$ cat src/rtl/hold_timer.sv
// Purpose: counts the cycles a stimulus vector is held before its sample point.
// Latency: expire is asserted in the HOLD_CYCLES-th enabled cycle after clear.
// Backpressure: none; counting simply pauses while en is low.
module hold_timer #(
    parameter int HOLD_CYCLES = 5
) (
    input  logic clk,
    input  logic rst_n,
    input  logic clear,
    input  logic en,
    output logic expire
);

    localparam int CW = (HOLD_CYCLES > 1) ? $clog2(HOLD_CYCLES) : 1;
    localparam logic [CW-1:0] TERM = CW'(HOLD_CYCLES - 1);

    logic [CW-1:0] cnt_q;
    logic [CW-1:0] cnt_d;

    assign expire = en && (cnt_q == TERM);

    // Next count: clear wins, otherwise count up and wrap to zero on expire.
    always_comb begin
        cnt_d = cnt_q;
        if (clear) begin
            cnt_d = '0;
        end else if (en) begin
            cnt_d = expire ? '0 : cnt_q + 1'b1;
        end
    end

    // Counter register.
    always_ff @(posedge clk or negedge rst_n) begin
        if (!rst_n) begin
            cnt_q <= '0;
        end else begin
            cnt_q <= cnt_d;
        end
    end

endmodule

$ cat config.mk
export PLATFORM = sky130hd
export DESIGN_NAME = hold_timer
export DESIGN_NICKNAME = d
export VERILOG_FILES = /design/src/rtl/hold_timer.sv
export SDC_FILE = /design/constraint.sdc
export NUM_CORES = 1
export LEC_CHECK = 0
export CAP_MARGIN = 25
export CORE_AREA = 5 5 42 44
export DETAILED_ROUTE_END_ITERATION = 8
export DIE_AREA = 0 0 47 49
export GPL_TIMING_DRIVEN = 1
export PLACE_DENSITY = 0.39
export SYNTH_ARGS = -nofsm -noshare
export SYNTH_HDL_FRONTEND = slang
export SYNTH_SLANG_ARGS = --single-unit
$ cat constraint.sdc
create_clock -name clk -period 2.8 [get_ports clk]
set_clock_uncertainty 0.2 [all_clocks]
set_input_delay 0.28 -clock clk [delete_from_list [all_inputs] [get_ports clk]]
set_output_delay 0.28 -clock clk [all_outputs]
set_load 0.03 [all_outputs]
Word level (Yosys, flattened, before mapping)
Index checks and enable logic that the tools add are counted.

word-level totals
  register bits = 3
  bits in latches = 0
  memory bits (writable) = 0
  bits in read-only memories = 0
  word-level logic and storage cells = 8
  memories = 0

operators by class
  $add $sub $neg = 1
  multipliers = 0
  divide/modulo/power cells = 0
  magnitude comparators = 0
  equal/unequal tests = 1
  shift-type cells = 0
  mux-type cells = 3
  bitwise operators = 0
  reduce and logical (&&, ||, !) cells = 2

operators with widths
  kind                 count
  $mux 3               3
  $add 3x1->3 const B  1
  $eq 3x3->1 const B   1
  $reduce_bool 2->1    1
  $logic_and 1x1->1    1

Logic depth before layout (Yosys ltp)
  depth in word-level cells = 5
  depth in mapped cells = 5

Worst setup path before layout
OpenSTA, ideal clock, no wires.

  path type = register -> output
  start point = reg cnt_q[0]
  end point = out expire
  arrival time = 0.883 ns
  required time = 2.320 ns
  path slack = 1.437 ns
  stages on the path, launching flop included = 4
  path buffers = 0
  cell sequence = dfrtp_1 inv_1 ha_1 and3_2

on the way
  longest elaborated chain between the ends = 2

RTL lines
  item                      line  RTL
  start: declaration        17    logic [CW-1:0] cnt_q;
  start signal: assignment  37    cnt_q <= cnt_d;
  $eq 3x3->1                20    assign expire = en && (cnt_q == TERM);
  $logic_and 1x1->1         20
  end: declaration          11    output logic expire

No other way between the ends.

Final worst setup path
  start point = in en
  end point = out expire

on the way
  longest elaborated chain between the ends = 1

RTL lines
  item                line  RTL
  start: declaration  10    input logic en,
  $logic_and 1x1->1   20

No other way between the ends.

==> impl.org <==
** Timing
- Final critical-path required period :: 2.19 ns
- After routing, the total negative slack on setup checks comes to 0 ns.
- Final-report max-slew violation count :: 0
- Crit share post-route :: 78.1%
- Max Clk Rate :: 457 MHz
- For the pin with the worst max-slew slack, the measured transition is 0.300 ns.
- Setup violations remaining at the end of the flow were counted as 0.
- On the final layout, the worst hold slack is 0.0283 ns.
- Post-route worst setup slack :: 0.612 ns
- The final hold violation count was 0.
- The worst pin sits at a relative slew slack of 80.0%.
- Setup repair after global routing left no endpoint under its margin.

** Die
- 5 I/O pins were placed.
- The floorplan has 14 rows.
- Starting utilization of the core area :: 12.4%
- Width of the die :: 47 um
- The die is 49 um tall.
- Die area :: 0.00230 mm2
- The core region is 0.00140 mm2.

** Global routing
- The number of global-route vias before repair is 140.
- The number of antenna violations at the first check in global routing is 0.
- Entering global routing, the biggest net connects 7 pins.
- Total overflow reported by the global router :: 0
- First-pass GRT wire length :: 558 um
- Global router's overall resource usage :: 3.81%

** Clock tree
- Clock tree synthesis found a total of 3 sinks.
- TritonCTS created 3 clock buffers.
- Postcts setup bufs :: 0
- In this run, post-CTS hold repair placed 0 buffers.
- In this run, post-CTS repair resized a total of 0 instances.
- Clock-pin slew was measured on the worst setup and hold paths at 0.04 ns.
- TritonCTS built the clock tree.
- In this run the clock root is driven by a sky130_fd_sc_hd__clkbuf_4.
- Counting along the longest clock path gives a buffer depth of 2.
- H-Tree Depth :: 1
- Clk Latency, worst-skew pair :: 0.23 ns

** Yosys
- Synthesis inferred 3 register bits.
- Of all cell types, the one taking the most synthesized area is sky130_fd_sc_hd__dfrtp_1.
- Area contributors post-synth :: sky130_fd_sc_hd__dfrtp_1 43%, sky130_fd_sc_hd__ha_1 14%, sky130_fd_sc_hd__a21oi_1 5.8%
- Area share of the largest cell type after synthesis :: 43.2%
- Yosys warnings :: 0
- Synthesized netlist net count :: 23
- Register area share after synthesis :: 43.2%
- Mean instance size in the synthesized netlist :: 10.2 um2
- Combined area of all synthesized cells :: 174 um2
- Synthesis produced a netlist whose cell count is 17.
- Unique cell type count in the Yosys netlist :: 12

** Placement
- Cell total after placement :: 37
- DP Worst Slack :: 0.604 ns
- Final weighted congestion of routability-driven global placement :: 0.553
- In this run the tool buffered the top-level ports with 4 buffer cells.

** Finish
- The finished layout holds 41 standard cells, fillers aside.
- The register with the most flip-flops in the layout has 3 of them.
- The number of antenna diodes in the final layout is 0.
- Final cell utilization of the core :: 18.6%
- The largest registers in the layout are cnt_q: 3 flops.
- Synth-to-Final Area Change :: 49.6%
- More flip-flops sit in one register than any other, and that register is cnt_q.
- The final layout contains 32 nets.
- Of the cells placed in the final design, the portion with a size suffix greater than 1 is 20.0%.

** Flow run
- Count of maximum capacitance violations :: 0

** Setup path
- The startpoint identified for the worst register-to-register timing path is cnt_q[0].
- R2R Path End :: cnt_q[2]
- Critical Path Start :: en
- STA puts the critical path data required time at 2.32 ns.
- STA classifies the critical path startpoint as an input pin.
- CP Capture Type :: primary output
- The worst register-to-register path has a depth of 4.
- CP arrival :: 1.71 ns
- The worst register-to-register path has a setup slack of 1.56 ns.
- Worst setup path endpoint :: expire
- Critical path start-end classification :: input pin to primary output
- Along the worst path, the maximum fanout reaches 6.

** Power and ir drop
- VDD sags by at most 0.138 mV.
- The analysis attributes to cell leakage a power of 0.124 nW.
- Reg power frac :: 34.7%
- Design internal power :: 107 uW
- Switching power share of the total :: 21.8%
- The analysis attributes to net switching a power of 29.9 uW.
- Per report_power, the clock group accounts for 54.1% of the total.
- Fraction of power consumed by combinational cells :: 11.2%
- Power spread over the standard cell area amounts to 528 mW/mm2.

** Min path
- Class of the tightest hold or removal check :: input pin to asynchronous set/reset pin

** Detailed routing
- DRC violation total after the first TritonRoute iteration :: 1
- Remaining number of nets flagged by the antenna check after routing :: 0
- The pre-antenna-repair detailed-routing pass consisted of 3 iterations.
- After detailed routing, the average wire length per cell comes to 7.27 um.
- Detailed routing inserted a total of 139 vias.
- For this block, the routed nets add up to 298 um of wire.
- Ratio of routed vias to standard cells :: 3.39
- Number of remaining DRC errors :: 0

** Status
- The run finished with clean final reports.
per-layer routing:
| metal | global-route usage [%] | routed length (um) | vias up |
|---|---|---|---|
| met3 | 2.21 | 18 | 0 |
| li1 | - | - | 73 |
| met2 | 2.71 | 111 | 5 |
| met5 | 0 | 0 | - |
| met1 | 5.32 | 168 | 61 |
| met4 | 5.53 | 0 | 0 |
kinds of logic after synthesis:
group | Yosys count | synth area share, %
simple gates | 6 | 20.9
compound gates | 3 | 11.5
flops | 3 | 43.2
buf+inv | 2 | 4.32
fa+ha+maj | 2 | 14.4
mux | 1 | 5.76
Yosys cell counts:
| library cell | instances |
|---|---|
| sky130_fd_sc_hd__a21oi_1 | 2 |
| sky130_fd_sc_hd__and3_2 | 1 |
| sky130_fd_sc_hd__dfrtp_1 | 3 |
| sky130_fd_sc_hd__ha_1 | 2 |
| sky130_fd_sc_hd__inv_1 | 2 |
| sky130_fd_sc_hd__mux2i_1 | 1 |
| sky130_fd_sc_hd__nand2_1 | 1 |
| sky130_fd_sc_hd__nand2b_1 | 1 |
| sky130_fd_sc_hd__nand3_1 | 1 |
| sky130_fd_sc_hd__nor2_1 | 1 |
| sky130_fd_sc_hd__nor3_2 | 1 |
| sky130_fd_sc_hd__o211a_1 | 1 |
cells in the final DEF (no fill, tap or decap):
cell	n
sky130_fd_sc_hd__clkdlybuf4s50_1	4
sky130_fd_sc_hd__clkbuf_4	3
sky130_fd_sc_hd__dfrtp_1	3
sky130_fd_sc_hd__inv_1	2
sky130_fd_sc_hd__a21oi_1	2
sky130_fd_sc_hd__ha_1	2
sky130_fd_sc_hd__and3_2	1
sky130_fd_sc_hd__nand2_1	1
sky130_fd_sc_hd__nand3_1	1
sky130_fd_sc_hd__nand2b_1	1
sky130_fd_sc_hd__mux2i_1	1
sky130_fd_sc_hd__nor2_1	1
sky130_fd_sc_hd__o211a_1	1
sky130_fd_sc_hd__nor3_2	1
sky130_fd_sc_hd__clkbuf_1	1
power groups by stage:
| stage | clock, mW | sequential, mW | combinational [mW] |
|---|---|---|---|
| 2_1_floorplan | 0 | 0.0478 | 0.00764 |
| 3_3_place_gp | 0 | 0.0481 | 0.0155 |
| 3_5_place_dp | 0 | 0.0482 | 0.0158 |
| 4_1_cts | 0.0790 | 0.0476 | 0.0159 |
| 5_1_grt | 0.0870 | 0.0478 | 0.0175 |
| 6_report | 0.0743 | 0.0476 | 0.0154 |
worst max-delay path, stage by stage:
cell and delay [ns]:
sky130_fd_sc_hd__clkdlybuf4s50_1 0.57, sky130_fd_sc_hd__and3_2 0.20, sky130_fd_sc_hd__clkdlybuf4s50_1 0.66
layout make-up:
type	count	area, um2
fillers	159	1140
flip-flops and latches	3	75.1
multi-input cells	12	91.3
inverters	2	7.51
well taps	16	20.0
repair buffers	4	40.0
clock buffers	4	26.3
stage by stage:
step,power [mW],instance area [um2]
3_3_place_gp,0.0636,234
4_1_cts,0.143,260
5_1_grt,0.152,260
6_report,0.137,260
3_5_place_dp,0.0640,234
2_1_floorplan,0.0555,174
how the worst min path moves through the flow:
stage,startpoint,to,slack (ns),cells past startpoint
after detailed placement,rst_n,cnt_q[2],0.27,1
after global routing,rst_n,cnt_q[2],0.03,1
after floorplan,rst_n,cnt_q[0],-0.22,0
after global placement,rst_n,cnt_q[2],0.27,1
final,rst_n,cnt_q[0],0.03,1
after CTS,rst_n,cnt_q[0],0.02,1
(Power assumes the default switching activity.)
